[config.mk]
export PLATFORM = sky130hd
export DESIGN_NAME = alu_req_arbiter
export DESIGN_NICKNAME = d
export VERILOG_FILES = /design/src/rtl/alu_pkg.sv /design/src/rtl/rr_grant2.sv /design/src/rtl/alu_req_arbiter.sv
export SDC_FILE = /design/constraint.sdc
export NUM_CORES = 1
export LEC_CHECK = 0
export CAP_MARGIN = 20
export CELL_PAD_IN_SITES_DETAIL_PLACEMENT = 1
export CELL_PAD_IN_SITES_GLOBAL_PLACEMENT = 1
export CORE_ASPECT_RATIO = 1.25
export CORE_UTILIZATION = 32
export DETAILED_ROUTE_END_ITERATION = 6
export GPL_TIMING_DRIVEN = 1
export HOLD_SLACK_MARGIN = 0.02
export PLACE_DENSITY = 0.91
export SYNTH_ARGS = -nofsm -noshare
export SYNTH_HDL_FRONTEND = slang
export SYNTH_SLANG_ARGS = --single-unit
[constraint.sdc]
create_clock -name clk -period 3.9 [get_ports clk]
set_input_delay 0.39 -clock clk [delete_from_list [all_inputs] [get_ports clk]]
set_output_delay 0.39 -clock clk [all_outputs]
set_load 0.1 [all_outputs]
[src/rtl/alu_pkg.sv]
// Shared definitions for the ALU request arbiter: FSM states, ALU control encodings, op constants.
// Latency: n/a (package only).
// Backpressure: n/a (package only).
package alu_pkg;

    // Default operand/result width of the shared ALU datapath
    localparam int ALU_WIDTH = 8;

    // Sequencer states; encodings are visible on the debug port
    typedef enum logic [1:0] {
        ST_IDLE = 2'b00,
        ST_LOAD = 2'b01,
        ST_EXEC = 2'b10,
        ST_DONE = 2'b11
    } state_t;

    // ALU input control, {persist, load, reset}
    localparam logic [2:0] IN_PERSIST = 3'b100;
    localparam logic [2:0] IN_LOAD    = 3'b010;
    localparam logic [2:0] IN_RESET   = 3'b001;

    // One-hot ALU operation selects, named by out_sel bit position
    localparam logic [6:0] OP_BIT0 = 7'b0000001;
    localparam logic [6:0] OP_BIT1 = 7'b0000010;
    localparam logic [6:0] OP_BIT2 = 7'b0000100;
    localparam logic [6:0] OP_BIT3 = 7'b0001000;
    localparam logic [6:0] OP_BIT4 = 7'b0010000;
    localparam logic [6:0] OP_BIT5 = 7'b0100000;
    localparam logic [6:0] OP_BIT6 = 7'b1000000;

    // True when exactly one bit of the op select is set
    function automatic logic is_onehot7(input logic [6:0] v);
        return (v != 7'd0) && ((v & (v - 7'd1)) == 7'd0);
    endfunction

endpackage

[src/rtl/rr_grant2.sv]
// Two-way grant: round-robin with toggling pointer, or fixed req0 priority when ALU_ARB_FIXED_PRIO_EN is defined.
// Latency: grant is combinational from req; pointer updates on the edge after an accepted grant.
// Backpressure: caller gates req; at most one grant bit is ever set.
module rr_grant2 (
    input  logic       clk,
    input  logic       rst,
    input  logic [1:0] req,
    input  logic       advance,
    output logic [1:0] gnt
);

`ifdef ALU_ARB_FIXED_PRIO_EN
    // No state needed: req0 always wins a tie
    logic unused_inputs;
    assign unused_inputs = ^{clk, rst, advance};

    assign gnt = {req[1] & ~req[0], req[0]};
`else
    logic ptr;

    // Pointer names the preferred requester; flips after every accepted grant
    always_ff @(posedge clk) begin
        if (rst) begin
            ptr <= 1'b0;
        end else if (advance) begin
            ptr <= ~ptr;
        end
    end

    // A lone requester always wins; the pointer only breaks ties
    always_comb begin
        gnt = req;
        if (req == 2'b11) begin
            gnt = ptr ? 2'b10 : 2'b01;
        end
    end
`endif

endmodule

[src/rtl/alu_req_arbiter.sv]
// Arbitrates two requesters onto the shared ALU and sequences load/execute; optional ALU_ARB_FIXED_PRIO_EN.
// Latency: legal op responds ALU_LAT+2 cycles after acceptance, illegal op 1 cycle; one op per ALU_LAT+3 cycles.
// Backpressure: ready only in IDLE with on=1; no response backpressure, rsp_valid is a one-cycle strobe.
module alu_req_arbiter
    import alu_pkg::*;
#(
    parameter int WIDTH   = ALU_WIDTH,
    parameter int ALU_LAT = 1
) (
    input  logic             clk,
    input  logic             rst,
    input  logic             on,
    input  logic             req0_valid,
    output logic             req0_ready,
    input  logic [WIDTH-1:0] req0_a,
    input  logic [WIDTH-1:0] req0_b,
    input  logic [6:0]       req0_op,
    input  logic             req1_valid,
    output logic             req1_ready,
    input  logic [WIDTH-1:0] req1_a,
    input  logic [WIDTH-1:0] req1_b,
    input  logic [6:0]       req1_op,
    output logic [2:0]       alu_in_sel,
    output logic [WIDTH-1:0] alu_num1,
    output logic [WIDTH-1:0] alu_num2,
    output logic [6:0]       alu_out_sel,
    input  logic [WIDTH-1:0] alu_out,
    output logic             rsp_valid,
    output logic             rsp_id,
    output logic             rsp_err,
    output logic [WIDTH-1:0] rsp_data,
    output logic [1:0]       curr_state
);

    typedef struct packed {
        logic             id;
        logic [6:0]       op;
        logic [WIDTH-1:0] a;
        logic [WIDTH-1:0] b;
    } req_t;

    // EXEC runs ALU_LAT cycles; the counter reaches zero in the last one
    localparam logic [3:0] CNT_INIT = 4'(ALU_LAT - 1);

    state_t           state;
    req_t             req_q;
    req_t             req_sel;
    logic [3:0]       cnt;
    logic             rsp_vld_q;
    logic             rsp_err_q;
    logic [WIDTH-1:0] rsp_dat_q;
    logic             grant_en;
    logic             accept;
    logic [1:0]       req_vec;
    logic [1:0]       gnt;

    // Grants are only offered from IDLE, while enabled and out of reset
    assign grant_en = (state == ST_IDLE) && on && !rst;
    assign req_vec  = {req1_valid, req0_valid} & {2{grant_en}};

    rr_grant2 u_grant (
        .clk     (clk),
        .rst     (rst),
        .req     (req_vec),
        .advance (accept),
        .gnt     (gnt)
    );

    assign req0_ready = gnt[0];
    assign req1_ready = gnt[1];
    // A grant bit is only set for a valid requester, so any grant is an acceptance
    assign accept     = |gnt;

    // Pick the winning requester's fields for capture
    always_comb begin
        req_sel = '{id: 1'b0, op: req0_op, a: req0_a, b: req0_b};
        if (gnt[1]) begin
            req_sel = '{id: 1'b1, op: req1_op, a: req1_a, b: req1_b};
        end
    end

    // Sequencer: capture request, load ALU, wait ALU_LAT, strobe the response
    always_ff @(posedge clk) begin
        if (rst) begin
            state     <= ST_IDLE;
            req_q     <= '0;
            cnt       <= '0;
            rsp_vld_q <= 1'b0;
            rsp_err_q <= 1'b0;
            rsp_dat_q <= '0;
        end else begin
            rsp_vld_q <= 1'b0;
            case (state)
                ST_IDLE: begin
                    if (accept) begin
                        req_q <= req_sel;
                        if (is_onehot7(req_sel.op)) begin
                            state <= ST_LOAD;
                        end else begin
                            // Bad opcode never touches the ALU; answer at once with zero data
                            state     <= ST_DONE;
                            rsp_vld_q <= 1'b1;
                            rsp_err_q <= 1'b1;
                            rsp_dat_q <= '0;
                        end
                    end
                end
                ST_LOAD: begin
                    cnt   <= CNT_INIT;
                    state <= ST_EXEC;
                end
                ST_EXEC: begin
                    if (cnt == 4'd0) begin
                        rsp_dat_q <= alu_out;
                        rsp_err_q <= 1'b0;
                        rsp_vld_q <= 1'b1;
                        state     <= ST_DONE;
                    end else begin
                        cnt <= cnt - 4'd1;
                    end
                end
                ST_DONE: begin
                    state <= ST_IDLE;
                end
                default: begin
                    state <= ST_IDLE;
                end
            endcase
        end
    end

    // ALU controls decode from state; reset overrides so the ALU clears in the same cycle
    assign alu_in_sel  = rst ? IN_RESET : ((state == ST_LOAD) ? IN_LOAD : IN_PERSIST);
    assign alu_num1    = rst ? '0 : req_q.a;
    assign alu_num2    = rst ? '0 : req_q.b;
    assign alu_out_sel = (!rst && (state == ST_LOAD || state == ST_EXEC)) ? req_q.op : 7'd0;

    // Response and debug outputs read as idle/zero while reset is held
    assign rsp_valid  = rsp_vld_q & ~rst;
    assign rsp_id     = req_q.id & ~rst;
    assign rsp_err    = rsp_err_q & ~rst;
    assign rsp_data   = rst ? '0 : rsp_dat_q;
    assign curr_state = rst ? ST_IDLE : state;

endmodule

---- Yosys cells after proc, flatten, opt, wreduce, memory -nomap -nowiden ----
Index checks and enable logic that the tools add are counted.
storage, ports and cells
  output and inout bits ................... 41
  logic and storage cells ................. 72
  register bits after elaboration ......... 41
cells by class
  muxes and demuxes ....................... 28
  add/sub/neg operators ................... 2
  bitwise gates (word level) .............. 7
  equality and inequality tests ........... 8
  reductions and logical operators ........ 17
operators by type and width
  operator                                                            number
  8-bit 2-to-1 mux                                                    6
  24-bit 2-to-1 mux                                                   1
  8-bit one-hot mux with 2 select lines                               1
  2-bit 2-to-1 mux                                                    6
  2-bit != test, second input constant                                4
  2-bit one-hot mux with 4 select lines                               1
  4-bit one-hot mux with 2 select lines                               1
  7-bit bitwise AND                                                   1
  7-bit zero test                                                     1
  7-bit 2-to-1 mux                                                    1
  7-bit nonzero test                                                  1
  7-bit by 1-bit subtractor with 7-bit output, second input constant  1
  2-bit == test, second input constant                                3
  1-bit 2-to-1 mux                                                    6
  3-bit 2-to-1 mux                                                    2
  2-bit AND reduction                                                 3
  1-bit logical AND                                                   4
  4-bit zero test                                                     1
  4-bit 2-to-1 mux                                                    1
  1-bit one-hot mux with 2 select lines                               2
  4-bit AND reduction                                                 1
  2-bit nonzero test                                                  2
  4-bit by 1-bit subtractor with 4-bit output, second input constant  1
  1-bit bitwise AND                                                   3
  7 further kinds                                                     8

---- Longest topological paths before layout ----
  depth in word-level cells ............... 14
  depth in mapped cells ................... 10

---- Cells and area by module ----
From an unflattened synthesis, not the netlist that was laid out.
unflattened totals
  cell total of the unflattened synthesis .. 249
  area, all modules ....................... 2,198.4 µm²
modules (own cells, without submodules)
  module           cells an instance  area an instance (µm²)  sequential area each (µm²)  instances
  alu_req_arbiter  243                2,147.1                 800.8                       1
  rr_grant2        6                  51.3                    20.0                        1

---- Worst setup path before layout ----
Ideal clock, no wire load.
  path kind ............................... reg-to-output
  from .................................... register state[0]
  to ...................................... output req1_ready
  buffers on the path ..................... 2
  data arrival time ....................... 2.331 ns
  stages on the path, launching flop included .. 8
  slack ................................... 1.179 ns
  cells stage by stage .................... dfxtp_1 inv_1 ha_1 and3b_1 nand3_4 inv_2 buf_4 clkbuf_1
on the way
  cells in the longest elaborated chain, start to end .. 6
ends and longest elaborated chain
  item                               line                    RTL
  start: declaration                 alu_req_arbiter.sv:45   state_t state;
  start signal: assignment           alu_req_arbiter.sv:85   state <= ST_IDLE;
  start signal: assignment           alu_req_arbiter.sv:98   state <= ST_LOAD;
  start signal: assignment           alu_req_arbiter.sv:101  state <= ST_DONE;
  2-bit zero test *                  alu_req_arbiter.sv:58   assign grant_en = (state == ST_IDLE) && on && !rst;
  1-bit logical AND * (2 in series)  alu_req_arbiter.sv:58
  2-bit bitwise AND *                alu_req_arbiter.sv:59   assign req_vec = {req1_valid, req0_valid} & {2{grant_en}};
  2-bit == test                      rr_grant2.sv:33         if (req == 2'b11) begin
  2-bit 2-to-1 mux *                 rr_grant2.sv:33
  end: declaration                   alu_req_arbiter.sv:19   output logic req1_ready,
Mark *: on every way between the ends. The rest lies on a longest branch, timed or not.

---- Final worst setup path ----
  from .................................... register state[0]
  to ...................................... register rsp_dat_q[6]
on the way
  cells in the longest elaborated chain, start to end .. 13
  elaborated cells between the ends (all ways) .. 20
  those cells by class .................... add/sub: 1; eq/ne: 5; mux: 3; bitwise: 2; reduce/logical: 9
ends and longest elaborated chain
  item                                         line                                          RTL
  2-bit zero test                              alu_req_arbiter.sv:58, alu_req_arbiter.sv:93
  1-bit logical AND (2 in series)              alu_req_arbiter.sv:58
  2-bit bitwise AND                            alu_req_arbiter.sv:59
  2-bit == test                                rr_grant2.sv:33
  2-bit 2-to-1 mux                             rr_grant2.sv:33
  24-bit 2-to-1 mux                            alu_req_arbiter.sv:77                         if (gnt[1]) begin
  7-bit by 1-bit subtractor with 7-bit output  alu_pkg.sv:33                                 return (v != 7'd0) && ((v & (v - 7'd1)) == 7'd0);
  7-bit bitwise AND                            alu_pkg.sv:33
  7-bit zero test                              alu_pkg.sv:33
  1-bit logical AND                            alu_pkg.sv:33
  2-bit != test (no source line)               -
  4-bit AND reduction (no source line)         -
  end signal: assignment                       alu_req_arbiter.sv:114                        rsp_dat_q <= alu_out;
  end: declaration                             alu_req_arbiter.sv:51                         logic [WIDTH-1:0] rsp_dat_q;
Several ways; a longest one is shown, not always the timed one.
A chain may end at the register's enable or synchronous reset.

==> parameters.txt <==
Parameter                              Value

Clock network
  Number of buffers added by the clock tree synthesis step    5
  Clock latency of the later-clocked register in the worst-skew pair    0.29 ns
  Post-CTS repair timing setup buffer count    0
  Buffer type at the clock tree root    sky130_fd_sc_hd__clkbuf_8
  Maximum number of buffers from clock root to sink    2
  Clock input transition at the sequential cells of the worst setup and hold paths    0.09 ns
  Count of hold-fix buffers inserted at cts    0
  H-tree levels    2
  Post-CTS resize count    0
  CTS tree    done
  Num Clock Sinks    between 40 and 50

Finish
  Fraction of final layout cells with drive strength greater than 1    12.7%
  Post-layout instance area    3370 µm²
  Number of antenna diodes    0
  Relative area change from synthesis to final layout    48.7%
  Share of the core filled with cells in the final layout    50.3%
  Total Nets Final    434
  Non-filler instance count after layout    458

Placed design
  Placed standard-cell area    about 3300 µm²
  Pre-CTS WS    0.862 ns
  HPWL after detailed placement    between 5000 and 6000 µm
  Weighted congestion reported at the end of routability-driven placement    0.840
  Buffers added on ports    99
  Number of placed instances, taps included    450

Worst setup path
  Library cell contributing the largest single delay on the critical path    sky130_fd_sc_hd__mux2_2
  Kind of launch point of the worst setup path    flip-flop
  Crit path max-delay family    multiplexers
  Critical path capture point type    flip-flop
  Critical Path RT    4.09 ns
  Signal arrival time at the worst endpoint    roughly 3.1 ns
  Largest fanout of any net on the critical path    26
  Path type of the worst setup path    reg2reg
  Reg-to-reg setup timing slack    0.96 ns
  Critical path, cell by cell    inv_1, ha_1, and3b_1, nand3_4, inv_2, mux2i_1, a31oi_2, a31oi_4, mux2_2
  Critical path's largest stage delay    0.38 ns
  Buffers plus inverters on the worst setup path    2

Synthesis
  Yosys cell types    44
  Most instantiated library cell after synthesis    sky130_fd_sc_hd__dfxtp_1
  Biggest area consumer among synthesized cells    sky130_fd_sc_hd__dfxtp_1
  Number of synthesized flops with an enable pin    0
  Total nets after synthesis    roughly 340
  Synthesized area per cell    8.18 µm²
  Post-synthesis instance total    277
  FFs w/ async S/R, synth    0%
  Ranking of synthesized cells by instance count    41 x sky130_fd_sc_hd__dfxtp_1, 39 x sky130_fd_sc_hd__nor2_1, 37 x sky130_fd_sc_hd__nand2_1
  Top cell type's share of synthesized area    36.2%
  Combined area of all synthesized cells    2260 µm²
  Sequential fraction of the synthesis area    36.2%
  Synth Warn #    0
  Synth area leaders    sky130_fd_sc_hd__dfxtp_1 36%, sky130_fd_sc_hd__nor2b_1 8.3%, sky130_fd_sc_hd__nor2_1 6.5%
  Most used flip-flop cell after synthesis    sky130_fd_sc_hd__dfxtp_1
  Count of state elements after synthesis    slightly above 40

Global routing
  Global route total overflow    0
  Via count of the first global-routing pass    between 2000 and 2500
  Initial antenna violation count    0
  Wire length of the first global-routing pass    between 10000 and 15000 µm
  Maximum number of pins on one net before global-route repair    49
  Aggregate global-route resource usage    between 15 and 20%

STA
  Setup repair after global routing missed its margin    false
  Max transition margin    32.8%
  Final TNS setup    0 ns
  Measured slew at the worst slew-check pin    1.01 ns
  Final count of hold timing violations    0
  Final-report max-slew violation count    0
  Count of final setup violators    0
  Final-layout worst hold slack    between 0.5 and 0.6 ns
  Fmax    340 MHz
  Setup clock skew after layout    0.00707 ns
  Period minus WS final    around 2.9 ns
  Part of the cycle the worst path needs    between 70 and 80%
  Setup slack of the critical path after layout    between 0.9 and 1 ns

Power and ir drop
  Total power    1.71 mW
  Leak    1.35 nW
  Pwr Density    508 nW/µm²
  Maximum ir drop on the vdd rail    238 µV

Run
  Number of maximum-capacitance constraint violations    0

Floorplan
  Starting utilization of the core area    around a third
  Vertical die dimension    96.1 µm
  Total core area    6690 µm²
  Placement row count    33
  Number of placed I/O pins    100
  Die Area    roughly 7400 µm²
  Die Wd    77.2 µm

Drt
  Antenna-violating nets left    0
  Mean routed wirelength per cell    14.2 µm
  1st-pass router iterations    4
  DRC violation total after the first TritonRoute iteration    41
  Via/cell ratio    4.95
  Detailed Route WL    6490 µm
  Total via count in the routed design    2265
  Post-route DRC violation count    0

Min path
  Worst Hold Class    reg2reg

Outcome
  Status    complete, no violations
## power by group
part | internal (mW) | switching, mW | total [mW]
logic | 0.293 | 0.613 | 0.907
clock network | 0.127 | 0.158 | 0.285
registers | 0.496 | 0.0232 | 0.519
total | 0.916 | 0.794 | 1.71
## layout make-up
class	count	area, µm²
inverters	5	18.8
flip-flops and latches	41	821
well taps	87	109
repair buffers	102	971
fillers	852	3320
multi-input cells	215	1360
clock buffers	5	68.8
clock inverters	3	21.3
## state kept, by name, indices dropped and copies added, names as in the netlist
signal and count:
u_grant.ptr 1, cnt 4, rsp_vld_q 1, rsp_err_q 1, req_q 24, state 2, rsp_dat_q 8
## metal layers
| layer | part of all wire [%] | track usage [%] | up-vias |
|---|---|---|---|
| met5 | 0 | 0 | - |
| met4 | 1.8 | 6.29 | 0 |
| met3 | 5.3 | 4.74 | 11 |
| met2 | 53 | 35.6 | 65 |
| met1 | 40 | 17.9 | 1064 |
| li1 | - | - | 1125 |
## final timing paths
kind | startpoint | to | depth (start not counted)
worst max register to register | state[0]$_SDFFE_PP0P_ | rsp_dat_q[6]$_SDFFE_PP0P_ | 9
worst min register to register | req_q[20]$_SDFFE_PP0P_ | req_q[20]$_SDFFE_PP0P_ | 2
worst max-delay path | state[0]$_SDFFE_PP0P_ | rsp_dat_q[6]$_SDFFE_PP0P_ | 9
worst min-delay path | req_q[20]$_SDFFE_PP0P_ | req_q[20]$_SDFFE_PP0P_ | 2
## tightest hold or removal path: stages (launching register included)
cell                       delay (ns)
sky130_fd_sc_hd__dfxtp_1         0.31
sky130_fd_sc_hd__nor2_1          0.10
sky130_fd_sc_hd__a211oi_1        0.05
## layout by cell type, fill, tap and decap left out, types with 2 or more instances in the layout
cell and count:
sky130_fd_sc_hd__clkdlybuf4s50_1 83, sky130_fd_sc_hd__nor3_1 4, sky130_fd_sc_hd__ha_1 5, sky130_fd_sc_hd__a21oi_1 5, sky130_fd_sc_hd__nand2_1 37, sky130_fd_sc_hd__a31oi_1 16, sky130_fd_sc_hd__mux2_2 10, sky130_fd_sc_hd__and3_1 2
sky130_fd_sc_hd__clkbuf_8 5, sky130_fd_sc_hd__xnor2_1 2, sky130_fd_sc_hd__maj3_1 2, sky130_fd_sc_hd__mux2i_1 10, sky130_fd_sc_hd__and2_1 15, sky130_fd_sc_hd__nor2b_1 30, sky130_fd_sc_hd__dfxtp_1 41, sky130_fd_sc_hd__buf_4 18
sky130_fd_sc_hd__inv_1 4, sky130_fd_sc_hd__nor2_1 39, sky130_fd_sc_hd__o21ai_0 6, sky130_fd_sc_hd__a211oi_1 8, sky130_fd_sc_hd__nand2b_1 2
## kinds of logic after synthesis
kind of cell	share of synthesized area [%]
AND/OR/NAND/NOR	31.4
AO/OA/AOI/OAI	14.3
flip-flops	36.2
buffers and inverters	3.81
multiplexers	9.39
adder cells (fa/ha/maj)	3.65
XOR/XNOR	1.16
Power figures use the tool's default switching activity.
==> patch 1 (same flow settings) <==
Make the reset (`rst`) asynchronous in 2 clocked blocks.
--- a/src/rtl/rr_grant2.sv
+++ b/src/rtl/rr_grant2.sv
@@ -19,7 +19,7 @@
     logic ptr;
 
     // Pointer names the preferred requester; flips after every accepted grant
-    always_ff @(posedge clk) begin
+    always_ff @(posedge clk or posedge rst) begin
         if (rst) begin
             ptr <= 1'b0;
         end else if (advance) begin
--- a/src/rtl/alu_req_arbiter.sv
+++ b/src/rtl/alu_req_arbiter.sv
@@ -80,7 +80,7 @@
     end
 
     // Sequencer: capture request, load ALU, wait ALU_LAT, strobe the response
-    always_ff @(posedge clk) begin
+    always_ff @(posedge clk or posedge rst) begin
         if (rst) begin
             state     <= ST_IDLE;
             req_q     <= '0;
Check against the original RTL: same outputs for any inputs over 10 cycles, from zero or initial values and one cycle with rst high; that may be too few to reach the edited logic, so the function may still have changed.
==> patch 1 against the unedited design <==
- clock power decreased by 4%
- area after synthesis increased by 1.8%
- setup slack improved by 0.013 ns
- routed wire length increased by 3.3%
- cell count decreased by 2.6%
- utilization decreased by 2.2 points
- sequential cell count unchanged
- design area decreased by 0.19%
- largest power group unchanged
- synthesized cell count decreased by 5.8%
- total power increased by 53%
- sequential power increased by 35%
- worst hold slack got worse by 0.013 ns
- via count decreased by 4.9%
==> patch 1: results (changes against the unedited design) <==
* Status: finished, final reports clean
* Placed Area at 3280 sq um (about the same)
* Post-synth ARST share at 100% (+100 points)
* Cells taking the most area after synthesis: dfrtp_1 (45%), nor2b_1 (8.1%), nand2_1 (6.8%)
* Crit path largest cell delay at 0.42 ns (+0.04 ns)
* Routability Congestion at 0.722 (-14%)
* Setup Skew at 0.00138 ns (-0.00570 ns)
* Slowest cell on crit path: nand3_4
* Commonest cells in the netlist: nand2_1 (42), dfrtp_1 (41), nor2_1 (30), nor2b_1 (30), a31oi_1 (16)
* Vias/cell at 4.83 (-2.3%)
* Arr. time, crit path at 3.12 ns (about the same)
* Largest net degree at the start of global routing at 47 (-4.1%)
* Hold_ws at 0.494 ns (-0.0128 ns)
* Total GRT Usage at 18.8% (+0.85 points)
* Wire per inst at 15.0 um (+6.1%)
* First-pass GRT wire length at 11100 um (+6.4%)
* Post-Place Worst Slack at 0.907 ns (+0.0457 ns)
* Worst VDD drop at 0.000523 V (+120%)
* Vias in the first global route at 2287 (-2.3%)
* Compound-Gate Fraction of Synth Area at 15.9% (+1.5 points)
* Yosys cell types at 39 (-11%)
* Register area share after synthesis at 44.5% (+8.3 points)
* Syn Nets at 325 (-4.7%)
* Layout cells sized above 1 at 15.7% (+3.1 points)
* Cells after DPL at 438 (-2.7%)
* Least-Margin Pin Slew at 0.893 ns (-0.112 ns)
* First DRT Iteration DRCs at 104 (+150%)
* Crit path max fanout at 46 (+77%)
* Post-Synth Adder-Cell Area at 2.71% (-0.93 points)
patch 1: changes by cell type after synthesis, sizes merged, moves of 5 or more:
cell    before  now
a22o         0    8
nand2       37   42
dfxtp       41    0
and2        15    7
mux2        10    0
a211oi       8    1
dfrtp        0   41
nor2        39   30
patch 1: worst paths after layout:
path / from / endpoint / depth (start not counted)
setup / recovery: state[0] / rsp_dat_q[2] / 8
min in group asynchronous: rst / req_q[18] / 3
hold / removal: req_q[23] / req_q[23] / 2
hold reg to reg: req_q[23] / req_q[23] / 2
max in group asynchronous: rst / rsp_dat_q[6] / 3
setup reg to reg: state[0] / rsp_dat_q[2] / 8
patch 1: where the power goes:
group | total, uW | switching (uW) | leakage (uW) | internal [uW]
Clock | 275 | 151 | 0.0000450 | 124
Sequential | 702 | 91.8 | 0.000510 | 610
Combinational | 1640 | 1180 | 0.000997 | 455
patch 1: cell type report:
cell class,count,area [sq um]
Tap cell,90,113
Sequential cell,41,1030
Clock buffer,6,72.6
Timing Repair Buffer,101,928
Inverter,10,37.5
Clock inverter,2,10.0
Multi-Input combinational cell,196,1170
Fill cell,836,3620
patch 1: kinds of logic after synthesis:
logic type / after synthesis
AND/OR/NAND/NOR: 124
AO/OA/AOI/OAI: 54
flip-flops: 41
buffers and inverters: 24
multiplexers: 9
adder cells (fa/ha/maj): 5
XOR/XNOR: 4
patch 1: critical path: cells and delay by family, from the launching register on:
kind / cells / cell delay [ns]
compound gates: 2 / 0.58
buf+inv: 1 / 0.14
flops: 1 / 0.40
fa+ha+maj: 1 / 0.28
mux: 2 / 0.70
simple gates: 2 / 0.71
patch 1: layer usage:
metal  vias up  part of all wire (%)  track usage [%]
met4         0                   2.0             7.12
met5         -                     0                0
met2        71                    48             30.8
met3        14                   5.7             4.06
met1       999                    44             24.1
li1       1071                     -                -
==> patch 2 (same settings) <==
Without the edit above. Add a define of `ALU_ARB_FIXED_PRIO_EN`.
--- a/src/rtl/rr_grant2.sv
+++ b/src/rtl/rr_grant2.sv
@@ -1,6 +1,8 @@
 // Two-way grant: round-robin with toggling pointer, or fixed req0 priority when ALU_ARB_FIXED_PRIO_EN is defined.
 // Latency: grant is combinational from req; pointer updates on the edge after an accepted grant.
 // Backpressure: caller gates req; at most one grant bit is ever set.
+`define ALU_ARB_FIXED_PRIO_EN
+
 module rr_grant2 (
     input  logic       clk,
     input  logic       rst,
Behaviour: not the same (Yosys sat finds a counterexample within 4 cycles, from zero or initial values and one cycle with rst high).
==> patch 2 against the unedited design <==
- count of clock-buffer cells in the layout did not move
- maximum frequency fell by 5.4%
- design area fell by 0.45%
- sequential cell count fell by 1
- synthesized cell count rose by 5.1%
- setup slack got worse by 0.17 ns
- critical path depth fell by 2
- area after synthesis fell by 1.3%
- critical endpoint is now req1_ready
- clock skew fell by 0.0047 ns
- worst hold slack got worse by 0.022 ns
- non-clock buffer count rose by 1
- total power rose by 0.20%
- routed wire length rose by 8.0%
==> patch 2: results (changes against the unedited design) <==
* Slowest cell on crit path: nand3b_1
* First DRT Iteration DRCs at 98 (+140%)
* Commonest cells in the netlist: nand2_1 (48), dfxtp_1 (40), nor2_1 (39)
* Largest net degree at the start of global routing at 41 (-16%)
* Cell leakage power at 0.00130 uW (-4.0%)
* Finished Layout Cells at 471 (+2.8%)
* Vias in the first global route at 2492 (+6.5%)
* Post-Place Worst Slack at 0.834 ns (-0.0273 ns)
* Vias at 2369 (+4.6%)
* Crit path largest cell delay at 0.47 ns (+0.09 ns)
* Syn avg cell area at 7.68 sq um (-6.0%)
* Final net count at 447 (+3.0%)
* Dpl hpwl at 5420 um (+8.0%)
* Status: finished, final reports clean
* Crit path max fanout at 15 (-42%)
* Top delay family on crit path: buffers and inverters
* GRT overflow at 0 (unchanged)
* First-pass GRT wire length at 11500 um (+9.6%)
* Slew margin rel. at 33.1% (+0.36 points)
* Hold path start: rsp_dat_q[0]
* Post-synth ARST share at 0% (unchanged)
* Root Buffer: clkbuf_8
* Arr. time, crit path at 2.72 ns (-0.41 ns)
* Worst setup startpoint: state[0]
* Register area share after synthesis at 35.8% (-0.43 points)
* Sw frac at 47.8% (+1.3 points)
* Syn Nets at 355 (+4.1%)
* Worst-Skew Late Latency at 0.30 ns
* Total GRT Usage at 19.8% (+1.8 points)
* PortBufs at 99 (unchanged)
* CTS Buf Count at 5 (unchanged)
* Placed Area at 3260 sq um (-0.38%)
* Cells after DPL at 463 (+2.9%)
* Yosys cell types at 51 (+16%)
* Total iterations of the first detailed-routing run at 4 (unchanged)
* Worst VDD drop at 0.000219 V (-8.2%)
* Setup Fix Bufs, Post-CTS at 0 (unchanged)
* Cells taking the most area after synthesis: dfxtp_1 (36%), nand2_1 (8.1%), nor2_1 (6.5%)
* Post-Route WL at 7010 um (+8.0%)
* Setup Skew at 0.00242 ns (-0.00465 ns)
* Worst hold path class: flip-flop to flip-flop
* Clk buf depth at 2 (unchanged)
* Layout cells sized above 1 at 9.11% (-3.6 points)
* Routability Congestion at 0.795 (-5.4%)
patch 2: cell count changes in the layout (fill, tap and decap cells not counted), sizes merged, moves of 3 or more:
cell	change
nor2b	-10
inv	+17
a211oi	-5
buf	-3
mux2	-8
and2	-7
o32ai	+8
mux2i	-7
nand2	+11
clkdlybuf4s50	+4
a311oi	+7
patch 2: kinds of logic after synthesis:
group	synth area share, %
XOR/XNOR	0.784
adder cells (fa/ha/maj)	3.69
AND/OR/NAND/NOR	29.3
AO/OA/AOI/OAI	20.4
buffers and inverters	7.50
flip-flops	35.8
multiplexers	2.52
patch 2: worst paths after layout:
check	depth (start not counted)	slack (ns)	endpoint
setup / recovery	7	0.79	req1_ready
setup reg to reg	8	1.03	rsp_dat_q[1]
hold / removal	2	0.48	rsp_dat_q[0]
hold reg to reg	2	0.48	rsp_dat_q[0]
patch 2: power groups by stage:
| stage | logic, uW | registers, uW | clock network (uW) |
|---|---|---|---|
| final | 924 | 513 | 277 |
| after global routing | 984 | 521 | 303 |
| after CTS | 929 | 514 | 288 |
| after detailed placement | 925 | 524 | 0 |
| after global placement | 905 | 518 | 0 |
| after floorplan | 686 | 514 | 0 |
patch 2: worst register-to-register path, stage by stage (launching register included):
cell and delay [ns]:
dfxtp_1 0.33, inv_1 0.12, ha_1 0.33, and3b_2 0.27, nand3b_1 0.47, inv_2 0.43
nand3_1 0.20, a41oi_2 0.44, o32ai_1 0.14
patch 2: per-stage QoR:
stage / util, % / hold slack (ns)
floorplan: - / 0.453
global placement: 49.1 / 0.467
detailed placement: 49.1 / 0.476
CTS: 50.4 / 0.488
global route: 50.4 / 0.508
finish: 50.4 / 0.485
patch 2: final cells by class:
type | instances | area, sq um
inverter | 23 | 86.3
sequential | 40 | 801
fill | 812 | 3300
clock buffer | 5 | 68.8
timing repair buffer | 103 | 1000
multi-input combinational | 210 | 1270
tap | 87 | 109
clock inverter | 3 | 18.8
patch 2: routing by layer:
| layer | track usage [%] | up-vias | routed length [um] |
|---|---|---|---|
| met3 | 5.65 | 10 | 440 |
| met2 | 39.1 | 77 | 3820 |
| li1 | - | 1179 | - |
| met1 | 19.4 | 1103 | 2650 |
| met4 | 7.37 | 0 | 95 |
| met5 | 0 | - | 0 |
